[src/rtl/cpu_boot_pkg.sv]
// cpu_boot_pkg
//   Shared definitions for the cpu_boot_monitor block: controller state
//   encoding and the default width constants used as parameter defaults.
package cpu_boot_pkg;

    localparam int unsigned DW_DEF   = 32;   // data / instruction word width
    localparam int unsigned AW_DEF   = 10;   // memory address width
    localparam int unsigned RW_DEF   = 5;    // register-file address width
    localparam int unsigned NREG_DEF = 10;   // registers dumped per session
    localparam int unsigned TMO_DEF  = 750;  // run-cycle limit

    // Session sequencing; the encoding is visible on debug taps, keep it fixed.
    typedef enum logic [2:0] {
        ST_IDLE = 3'd0,
        ST_LOAD = 3'd1,
        ST_RUN  = 3'd2,
        ST_DREQ = 3'd3,
        ST_DOUT = 3'd4,
        ST_DONE = 3'd5
    } state_e;

    // Width needed to hold the values 0..n inclusive (never less than 1).
    function automatic int unsigned cnt_w(input int unsigned n);
        return (n < 2) ? 1 : $clog2(n + 1);
    endfunction

endpackage

[src/rtl/cpu_boot_dump_sreg.sv]
// cpu_boot_dump_sreg
//   Output holding register for the dump port. While en_i is high a word is
//   offered (valid_o=1). On the first offered cycle the word is passed
//   straight through from d_i and captured; if the consumer stalls, the
//   captured copy is presented until the handshake, so data stays stable
//   even if d_i moves.
//
// Ports:
//   clk, rst_n   clock, async active-low reset
//   en_i         offer a word this cycle (controller is in its output state)
//   ready_i      consumer ready
//   d_i          fresh word to offer
//   valid_o      word valid
//   data_o       offered word (0 when not offering)
module cpu_boot_dump_sreg
    import cpu_boot_pkg::*;
#(
    parameter int unsigned W = DW_DEF
) (
    input  logic         clk,
    input  logic         rst_n,
    input  logic         en_i,
    input  logic         ready_i,
    input  logic [W-1:0] d_i,
    output logic         valid_o,
    output logic [W-1:0] data_o
);

    logic         held_q;   // word already captured, still waiting for ready
    logic [W-1:0] data_q;

    always_ff @(posedge clk or negedge rst_n) begin
        if (!rst_n) begin
            held_q <= 1'b0;
            data_q <= '0;
        end else begin
            held_q <= en_i & ~ready_i;
            if (en_i && !held_q)
                data_q <= d_i;
        end
    end

    assign valid_o = en_i;
    assign data_o  = !en_i ? '0 : (held_q ? data_q : d_i);

endmodule

[src/rtl/cpu_boot_monitor.sv]
// cpu_boot_monitor
//   Boot-and-dump controller for the cpu_32 family. A session loads a stream
//   of instruction words into CPU memory from address 0 (CPU held stopped),
//   releases the CPU until it reports HALTED or a run-cycle limit expires,
//   then streams the first NREG register values out over valid/ready.
//
//   Optional build macro CPU_BOOT_MONITOR_CYCLES_EN: after the last register
//   one extra word carrying the run cycle count is streamed with
//   out_idx = all-ones.
//
// Ports:
//   clk, rst_n                  clock, async active-low reset
//   start                       pulse; begins a session from IDLE or DONE
//   in_valid/in_ready/in_data/in_last   load word stream
//   mem_we/mem_addr/mem_wdata   registered memory write port
//   cpu_run, cpu_halted         CPU enable / HALTED flag
//   reg_raddr, reg_rdata        register read (data one cycle after address)
//   out_valid/out_ready/out_data/out_idx  dump stream
//   done, timeout, load_count   session status
module cpu_boot_monitor
    import cpu_boot_pkg::*;
#(
    parameter int unsigned DW   = DW_DEF,
    parameter int unsigned AW   = AW_DEF,
    parameter int unsigned RW   = RW_DEF,
    parameter int unsigned NREG = NREG_DEF,
    parameter int unsigned TMO  = TMO_DEF
) (
    input  logic          clk,
    input  logic          rst_n,
    input  logic          start,
    input  logic          in_valid,
    output logic          in_ready,
    input  logic [DW-1:0] in_data,
    input  logic          in_last,
    output logic          mem_we,
    output logic [AW-1:0] mem_addr,
    output logic [DW-1:0] mem_wdata,
    output logic          cpu_run,
    input  logic          cpu_halted,
    output logic [RW-1:0] reg_raddr,
    input  logic [DW-1:0] reg_rdata,
    output logic          out_valid,
    input  logic          out_ready,
    output logic [DW-1:0] out_data,
    output logic [RW-1:0] out_idx,
    output logic          done,
    output logic          timeout,
    output logic [AW:0]   load_count
);

    // Run counter holds 0..TMO; after RUN it is frozen at the run length.
    localparam int unsigned CW = cnt_w(TMO);

    state_e        state_q, state_d;
    logic [AW:0]   load_cnt_q, load_cnt_d;
    logic [CW-1:0] run_cnt_q, run_cnt_d;
    logic          tmo_q, tmo_d;
    logic [RW-1:0] idx_q, idx_d;
    logic          mem_we_q;
    logic [AW-1:0] mem_addr_q;
    logic [DW-1:0] mem_wdata_q;

    logic          accept;
    logic          last_slot;
    logic          out_hs;
    logic [DW-1:0] dump_word;

`ifdef CPU_BOOT_MONITOR_CYCLES_EN
    logic          xtra_q, xtra_d;   // currently dumping the cycle-count word
`endif

    // Loading stops for good once the memory is full, even without in_last.
    assign in_ready  = (state_q == ST_LOAD) && !load_cnt_q[AW];
    assign accept    = in_valid & in_ready;
    assign last_slot = (load_cnt_q[AW-1:0] == {AW{1'b1}});
    assign out_hs    = out_valid & out_ready;

    always_comb begin
        state_d    = state_q;
        load_cnt_d = load_cnt_q;
        run_cnt_d  = run_cnt_q;
        tmo_d      = tmo_q;
        idx_d      = idx_q;
`ifdef CPU_BOOT_MONITOR_CYCLES_EN
        xtra_d     = xtra_q;
`endif
        case (state_q)
            ST_IDLE, ST_DONE: begin
                if (start) begin
                    state_d    = ST_LOAD;
                    load_cnt_d = '0;
                    tmo_d      = 1'b0;
                    idx_d      = '0;
`ifdef CPU_BOOT_MONITOR_CYCLES_EN
                    xtra_d     = 1'b0;
`endif
                end
            end
            ST_LOAD: begin
                if (accept) begin
                    load_cnt_d = load_cnt_q + 1'b1;
                    if (in_last || last_slot) begin
                        state_d   = ST_RUN;
                        run_cnt_d = '0;
                    end
                end
            end
            ST_RUN: begin
                run_cnt_d = run_cnt_q + 1'b1;
                // HALTED takes priority over a limit hit in the same cycle.
                if (cpu_halted) begin
                    state_d = ST_DREQ;
                    tmo_d   = 1'b0;
                end else if (run_cnt_q == CW'(TMO - 1)) begin
                    state_d = ST_DREQ;
                    tmo_d   = 1'b1;
                end
            end
            ST_DREQ: begin
                state_d = ST_DOUT;
            end
            ST_DOUT: begin
                if (out_hs) begin
`ifdef CPU_BOOT_MONITOR_CYCLES_EN
                    if (xtra_q) begin
                        state_d = ST_DONE;
                    end else if (idx_q == RW'(NREG - 1)) begin
                        // Route through DREQ so throughput stays one per 2 cycles.
                        xtra_d  = 1'b1;
                        state_d = ST_DREQ;
                    end else begin
                        idx_d   = idx_q + 1'b1;
                        state_d = ST_DREQ;
                    end
`else
                    if (idx_q == RW'(NREG - 1)) begin
                        state_d = ST_DONE;
                    end else begin
                        idx_d   = idx_q + 1'b1;
                        state_d = ST_DREQ;
                    end
`endif
                end
            end
            default: state_d = ST_IDLE;
        endcase
    end

    always_ff @(posedge clk or negedge rst_n) begin
        if (!rst_n) begin
            state_q     <= ST_IDLE;
            load_cnt_q  <= '0;
            run_cnt_q   <= '0;
            tmo_q       <= 1'b0;
            idx_q       <= '0;
            mem_we_q    <= 1'b0;
            mem_addr_q  <= '0;
            mem_wdata_q <= '0;
        end else begin
            state_q    <= state_d;
            load_cnt_q <= load_cnt_d;
            run_cnt_q  <= run_cnt_d;
            tmo_q      <= tmo_d;
            idx_q      <= idx_d;
            mem_we_q   <= accept;
            if (accept) begin
                mem_addr_q  <= load_cnt_q[AW-1:0];
                mem_wdata_q <= in_data;
            end
        end
    end

`ifdef CPU_BOOT_MONITOR_CYCLES_EN
    always_ff @(posedge clk or negedge rst_n) begin
        if (!rst_n) xtra_q <= 1'b0;
        else        xtra_q <= xtra_d;
    end

    assign dump_word = xtra_q ? DW'(run_cnt_q) : reg_rdata;
    assign out_idx   = !out_valid ? '0 : (xtra_q ? {RW{1'b1}} : idx_q);
`else
    assign dump_word = reg_rdata;
    assign out_idx   = out_valid ? idx_q : '0;
`endif

    cpu_boot_dump_sreg #(.W(DW)) u_dump_sreg (
        .clk     (clk),
        .rst_n   (rst_n),
        .en_i    (state_q == ST_DOUT),
        .ready_i (out_ready),
        .d_i     (dump_word),
        .valid_o (out_valid),
        .data_o  (out_data)
    );

    // State-decoded controls: these fall the instant reset asserts.
    assign cpu_run    = (state_q == ST_RUN);
    assign done       = (state_q == ST_DONE);
    assign timeout    = tmo_q;
    assign load_count = load_cnt_q;
    assign reg_raddr  = idx_q;
    assign mem_we     = mem_we_q;
    assign mem_addr   = mem_addr_q;
    assign mem_wdata  = mem_wdata_q;

endmodule

[config.mk]
export PLATFORM = sky130hd
export DESIGN_NAME = cpu_boot_monitor
export DESIGN_NICKNAME = d
export VERILOG_FILES = /design/src/rtl/cpu_boot_pkg.sv /design/src/rtl/cpu_boot_dump_sreg.sv /design/src/rtl/cpu_boot_monitor.sv
export SDC_FILE = /design/constraint.sdc
export NUM_CORES = 1
export LEC_CHECK = 0
export CAP_MARGIN = 15
export CORE_MARGIN = 2
export CORE_UTILIZATION = 30
export CTS_BUF_LIST = sky130_fd_sc_hd__clkbuf_8
export DETAILED_ROUTE_END_ITERATION = 10
export DONT_BUFFER_PORTS = 1
export PLACE_DENSITY = 0.42
export SETUP_SLACK_MARGIN = 0.1
export SLEW_MARGIN = 20
export SYNTH_ARGS = -nofsm -noshare
export SYNTH_HDL_FRONTEND = slang
export SYNTH_SLANG_ARGS = --single-unit
[constraint.sdc]
create_clock -name clk -period 2.2 [get_ports clk]
set_input_delay 0 -clock clk [delete_from_list [all_inputs] [get_ports clk]]
set_output_delay 0 -clock clk [all_outputs]
set_load 0.01 [all_outputs]
==> out/qor.yml, run 1 <==
status:
  outcome: "finished, violations left"
  violations: "negative hold slack"
timing:
  period_needed_ns: 1.97
  layout_setup_ws_ns: 0.225
  finalMaxSlewViolations: 0
  rsz0062_at_grt: "false"
  fmax_mhz: 506
  final_hold_viol_count: 106
  tns_ns: 0
  slew_headroom_pct: 61.8
  setup-violations-final: 0
  finalCritPeriodShare_pct: 89.8
  fin_hold_ws_ns: -0.698
  worst_slew_pin_slew_ns: 0.573
  fin_skew_ns: 0.0104
clocking:
  cts_root_buffer: "clkbuf_8"
  cts_buffers: 9
  clk_latency_ns: 0.38
  cts_tree: "built"
  clockBufferDepth: 2
  clk_pin_slew_ns: 0.10
  post-cts-setup-buffers: 0
  hold_buffers: 68
  htreeDepth: 3
  cts_sinks: 106
yosys:
  yosysSeqAreaShare_pct: 52.1
  ys_seq_elements: 106
  synth_warnings: 0
  yosys.area.top_type_share_pct: 52.1
  synth_edf_count: 0
  syn_nets: 593
  syn-instance-count: 517
  ys_async_sr_fraction_pct: 100
  yosysUniqueCellTypes: 50
  syn_area_per_cell_um2: 9.85
  synth.area.top_cells: "dfrtp_1 52%, nand2_1 9.7%, mux2_2 7.3%"
  synth_top_area_cell: "dfrtp_1"
  netlist_area_mm2: 0.00509
  synth-main-ff-cell: "dfrtp_1"
drt:
  drt_first_pass_iters: 6
  dr_total_vias: 4039
  drt_iter0_drc: 204
  drcViolationCount: 0
  wl_per_cell_um: 16.2
  drtAntennaViolNets: 0
  viasPerCell: 4.93
  totalWireLength_um: 13300
floorplan:
  start_util_pct: 30.7
  ios: 172
  dieHeight_um: 134
  design.core.area_mm2: 0.0166
  dieWidth_um: 134
  rows: 47
  die_area_mm2: 0.0180
worst_setup_path:
  cp_max_fo: 9
  r2r_cells: 4
  arrival_ns: 2.24
  r2r_slack_ns: 0.23
  cp.required_ns: 2.47
  cpPeakStageDelay_ns: 0.43
  r2r-end: "run_cnt_q[7]"
  crit_chain: "or3b_1, or2_2, o21a_1, a211o_1"
  path_delay_family: "simple AND/OR/NAND/NOR gates"
  r2r_start: "state_q[0]"
  cp_slowest_cell: "dfrtp_2"
  crit_path_end_kind: "flip-flop"
  start_kind: "flip-flop"
  crit_buf_inv: 0
  criticalPathCategory: "reg2reg"
global_routing:
  grt_pass1_vias: 4111
  grtUsageTotal_pct: 15.0
  grt_pass1_wl_um: 21400
  grt_antenna_before_repair: 0
  grt_max_degree: 107
  grt-ovfl-total: 0
power:
  ir_drop_mv: 0.385
  p_per_area_mw_per_mm2: 1100
  p_leak_nw: 2.88
placement:
  numPortBuffers: 0
  dp_hpwl_um: 8470
  routabilityCongestion: 0.749
  preCtsSetupSlack_ns: 0.196
min_path:
  hp-class: "in2async"
cells_and_area:
  drive_above_1_share_pct: 14.5
  diodes: 0
  area_delta_synth_final_pct: 24.8
  final_nets: 670
job:
  maxCapViolations: 0
## sequential cells by signal, summed over array words and instances (netlist names)
name	count
load_count	11
mem_addr	10
mem_wdata	32
mem_we	1
reg_raddr	5
run_cnt_q	10
state_q	3
timeout	1
u_dump_sreg.data_q	32
u_dump_sreg.held_q	1
## synthesized netlist by cell type, types with 2 or more instances
master,number
a211o_1,9
a21oi_1,6
a2bb2oi_1,3
a31oi_1,3
and2_1,2
and3_1,11
and4_1,2
buf_2,10
buf_6,3
clkbuf_1,19
clkinv_1,3
dfrtp_1,106
ha_1,5
inv_1,8
mux2_2,33
mux2i_1,32
nand2_1,132
nand2b_1,4
nand3_1,9
nand4_1,5
nor2_1,43
nor3_1,8
nor3b_1,3
nor4_1,4
nor4b_1,2
o211ai_1,2
o21a_1,2
o21ai_0,13
o31ai_1,9
or2_2,3
or4_1,4
## cells by family (layout without fill, tap and decap cells)
| family | after synthesis | after routing | share of synthesized area [%] |
|---|---|---|---|
| flops | 106 | 106 | 52.1 |
| compound gates | 58 | 58 | 8.13 |
| buf+inv | 43 | 125 | 3.86 |
| simple gates | 239 | 239 | 20.9 |
| fa+ha+maj | 5 | 5 | 1.23 |
| mux | 65 | 65 | 13.6 |
| xor+xnor | 1 | 1 | 0.172 |
## cells in the final DEF (no fill, tap or decap), drive strengths merged, types with 3 or more instances in the layout
master | netlist | final
inv | 8 | 10
nor4 | 4 | 4
mux2 | 33 | 33
nor2 | 43 | 43
o31ai | 9 | 9
nand2b | 4 | 4
nor3b | 3 | 3
buf | 13 | 30
dlygate4sd3 | 0 | 68
or4 | 4 | 4
and3 | 11 | 11
o21ai | 13 | 13
nand4 | 5 | 5
nor3 | 8 | 8
clkinvlp | 0 | 3
nand2 | 132 | 132
ha | 5 | 5
nand3 | 9 | 9
clkbuf | 19 | 9
clkinv | 3 | 4
a21oi | 6 | 6
mux2i | 32 | 32
or2 | 4 | 4
a2bb2oi | 3 | 3
dfrtp | 106 | 106
a211o | 9 | 9
a31oi | 3 | 3
## through the flow
stage / power (mW) / util (%) / hold slack, ns / cells / instance area [um2]
6_report: 7.01 / 38.3 / -0.698 / 819 / 6350
5_1_grt: 7.59 / 38.3 / -0.735 / 819 / 6350
4_1_cts: 7.13 / 38.3 / -0.736 / 819 / 6350
3_5_place_dp: 5.76 / 33.0 / -0.293 / 735 / 5480
3_3_place_gp: 5.69 / 33.0 / -0.293 / 735 / 5480
2_1_floorplan: 5.02 / - / -0.296 / 517 / 5090
## per-layer routing
| metal | global-route usage, % | vias up | part of all wire [%] |
|---|---|---|---|
| li1 | - | 1927 | - |
| met2 | 24.2 | 134 | 47 |
| met4 | 6.73 | 0 | 2.3 |
| met5 | 0 | - | 0 |
| met1 | 18.6 | 1958 | 44 |
| met3 | 4.27 | 20 | 7.0 |
## worst max path at each step
| stage | slack [ns] | cells past startpoint | to | from |
|---|---|---|---|---|
| floorplan | 0.16 | 8 | run_cnt_q[2] | state_q[1] |
| global placement | 0.23 | 4 | run_cnt_q[4] | state_q[0] |
| detailed placement | 0.20 | 4 | run_cnt_q[7] | state_q[0] |
| CTS | 0.17 | 4 | run_cnt_q[7] | state_q[0] |
| global route | 0.13 | 4 | run_cnt_q[8] | state_q[0] |
| finish | 0.23 | 4 | run_cnt_q[7] | state_q[0] |
## final cells by class
cell class	instances	area, um2
tap	220	275
sequential	106	2660
clock buffer	9	124
fill	1679	10200
inverter	11	41.3
timing repair buffer	98	943
clock inverter	7	70.1
multi-input combinational	368	2250
## where the power goes
part / total [mW] / switching (mW) / leakage [nW] / internal, mW
sequential: 3.41 / 0.712 / 1.35 / 2.70
clock: 1.22 / 0.698 / 0.0931 / 0.524
combinational: 2.38 / 1.29 / 1.44 / 1.09
total: 7.01 / 2.70 / 2.88 / 4.31
## timing repair
item / in CTS / in global routing
endpoints found under the setup margin: 0 / 7
gates resized for setup: 0 / 1
hold endpoints to repair: 178 / 106
No activity file was read; power rests on OpenSTA's default activity.
==> inputs of run 2 (changes only) <==
--- a/config.mk
+++ b/config.mk
@@ -5,6 +5,7 @@
 export SDC_FILE = /design/constraint.sdc
 export NUM_CORES = 1
 export LEC_CHECK = 0
+export ABC_AREA = 1
 export CAP_MARGIN = 15
 export CORE_MARGIN = 2
 export CORE_UTILIZATION = 30
==> run 2 against run 1 <==
Net effect: the run still ends with negative hold slack left; setup slack better by 0.032 ns; largest power group unchanged; first-iteration DRC count up 4.9%; design area down 1.1%; critical path type is now reg2out; synthesized cell count up 16%; clock-buffer cell count up 1.
==> out/qor.yml, run 2 <==
worst_setup_path:
  r2r_start: "state_q[2]"
  r2r_cells: 7  # +3
  r2r_slack_ns: 0.28  # +0.05 ns
  start_kind: "flip-flop"
  crit_path_end_kind: "output pin"
  criticalPathCategory: "reg2out"
  cp.required_ns: 2.20  # -0.27 ns
  cp_max_fo: 32  # +23
  r2r-end: "timeout"
  arrival_ns: 1.94  # -0.30 ns
placement:
  preCtsSetupSlack_ns: 0.372  # +0.176 ns
  dp_hpwl_um: 8240  # -2.6%
  numPortBuffers: 0  # unchanged
  placed_cells: 833  # +13%
  routabilityCongestion: 0.778  # +3.8%
  place_area_mm2: 0.00535  # -2.4%
drt:
  drcViolationCount: 0  # unchanged
  drt_first_pass_iters: 4  # -2
  drt_iter0_drc: 214  # +4.9%
  dr_total_vias: 4208  # +4.2%
  wl_per_cell_um: 13.5  # -17%
  viasPerCell: 4.58  # -7.1%
  drtAntennaViolNets: 0  # unchanged
  totalWireLength_um: 12400  # -6.9%
yosys:
  synth-main-ff-cell: "dfrtp_1"
  syn-instance-count: 601  # +16%
  ys_async_sr_fraction_pct: 100  # unchanged
  synth_commonest_cells: "215 x nand2_1, 106 x dfrtp_1, 87 x o21ai_0"
  yosys.area.top_type_share_pct: 54.2  # +2.1 points
  synth_top_area_cell: "dfrtp_1"
  synth_edf_count: 0  # unchanged
  synth_warnings: 0  # unchanged
  syn_area_per_cell_um2: 8.14  # -17%
  yosysSeqAreaShare_pct: 54.2  # +2.1 points
  netlist_area_mm2: 0.00489  # -3.9%
  syn_nets: 677  # +14%
  synth.area.top_cells: "dfrtp_1 54%, nand2_1 16%, o21ai_0 8.9%"
  synth.most_common_cell: "nand2_1"
  ys_seq_elements: 106  # unchanged
  yosysUniqueCellTypes: 32  # -36%
timing:
  fin_skew_ns: 0.0168  # +0.00643 ns
  tns_ns: 0  # unchanged
  rsz0062_at_grt: "true"
  fin_hold_ws_ns: -0.697  # +0.000813 ns
  slew_headroom_pct: 59.8  # -2.0 points
  final_hold_viol_count: 106  # unchanged
  layout_setup_ws_ns: 0.257  # +0.0316 ns
  finalCritPeriodShare_pct: 88.3  # -1.4 points
  fmax_mhz: 515  # +1.6%
  period_needed_ns: 1.94  # -0.0316 ns
  finalMaxSlewViolations: 0  # unchanged
  setup-violations-final: 0  # unchanged
  worst_slew_pin_slew_ns: 0.602  # +0.0292 ns
clocking:
  htreeDepth: 3  # unchanged
  cts_buffers: 9  # unchanged
  clk_pin_slew_ns: 0.11  # about the same
  hold_buffers: 69  # +1.5%
  post-cts-setup-buffers: 0  # unchanged
  cts_sinks: 106  # unchanged
  clk_latency_ns: 0.37  # about the same
  cts_tree: "built"
  clockBufferDepth: 2  # unchanged
  cts_root_buffer: "clkbuf_8"
floorplan:
  die_area_mm2: 0.0173  # -3.8%
  ios: 172  # unchanged
  rows: 46  # -2.1%
  start_util_pct: 30.8  # +0.097 points
  dieHeight_um: 132  # -1.9%
  dieWidth_um: 132  # -1.9%
  design.core.area_mm2: 0.0159  # -4.2%
power:
  p_leak_nw: 3.06  # +6.1%
  ir_drop_mv: 0.320  # -17%
  p_per_area_mw_per_mm2: 1060  # -4.2%
  finalPower_mw: 6.64  # -5.3%
global_routing:
  grt_max_degree: 107  # unchanged
  grt_pass1_vias: 4310  # +4.8%
  grt_pass1_wl_um: 21200  # -1.0%
  grt-ovfl-total: 0  # unchanged
  grt_antenna_before_repair: 0  # unchanged
  grtUsageTotal_pct: 14.9  # -0.096 points
job:
  maxCapViolations: 0  # unchanged
cells_and_area:
  final_util_pct: 39.5  # +1.2 points
  final_nets: 773  # +15%
  multi_input_area_mm2: 0.00191  # -15%
  drive_above_1_share_pct: 11.1  # -3.4 points
  regArea_mm2: 0.00265  # about the same
  area_delta_synth_final_pct: 28.4
  mostFrequentLayoutCells: "213 x nand2_1, 105 x dfrtp_1, 80 x o21ai_0, 69 x dlygate4sd3_1, 61 x inv_1"
  diodes: 0  # unchanged
  mostFrequentLayoutCell: "nand2_1"
  num-fill-cells: 1624  # -3.3%
  design_area_mm2: 0.00628  # -1.1%
  final_cells: 918  # +12%
min_path:
  hp-class: "in2async"
status:
  outcome: "finished, violations left"
  violations: "negative hold slack"
[run 2: cell type report]
type / instances / area share (%)
Clock buffer: 10 / 2.19
Clock inverter: 6 / 1.43
Inverter: 66 / 3.94
Multi-Input combinational cell: 409 / 30.4
Sequential cell: 106 / 42.2
Tap cell: 216 / 4.30
Timing Repair Buffer: 105 / 15.5
[run 2: logic make-up after synthesis]
family / after synthesis / synth area share [%]
simple gates: 297 / 25.5
flops: 106 / 54.2
compound gates: 102 / 10.9
buf+inv: 86 / 7.18
xor+xnor: 5 / 0.895
fa+ha+maj: 5 / 1.28
[run 2: how the worst max path moves through the flow]
stage	start	to	slack, ns	cells after the start
2_1_floorplan	load_count[0]	run_cnt_q[0]	0.74	8
3_3_place_gp	state_q[0]	out_data[11]	0.39	7
3_5_place_dp	state_q[0]	reg_raddr[0]	0.37	7
4_1_cts	state_q[0]	out_data[27]	0.11	7
5_1_grt	state_q[0]	out_data[21]	0.1	7
6_report	state_q[0]	out_data[2]	0.26	7
[run 2: layer usage]
layer / part of all wire, % / GRT usage [%] / vias to the layer above
met5: 0 / 0 / -
met4: 1.7 / 6.10 / 0
met3: 7.2 / 4.55 / 13
met2: 47 / 24.1 / 131
met1: 44 / 18.4 / 1982
li1: - / - / 2082
[run 2: critical path, stage by stage (launching register included)]
cell and delay (ns):
dfrtp_2 0.48, nor2_2 0.14, nand2_4 0.12, inv_2 0.15, nand2_1 0.06, buf_4 0.22, o21ai_0 0.21, buf_4 0.16
[run 2: repair_timing]
action	4_1_cts	5_1_grt
endpoints found under the hold margin	174	106
gates resized for setup	2	11
setup endpoints to repair	32	33
[run 2: power by group]
group	internal (mW)	switching (mW)
registers	2.67	0.643
logic	0.723	1.23
clock network	0.677	0.693
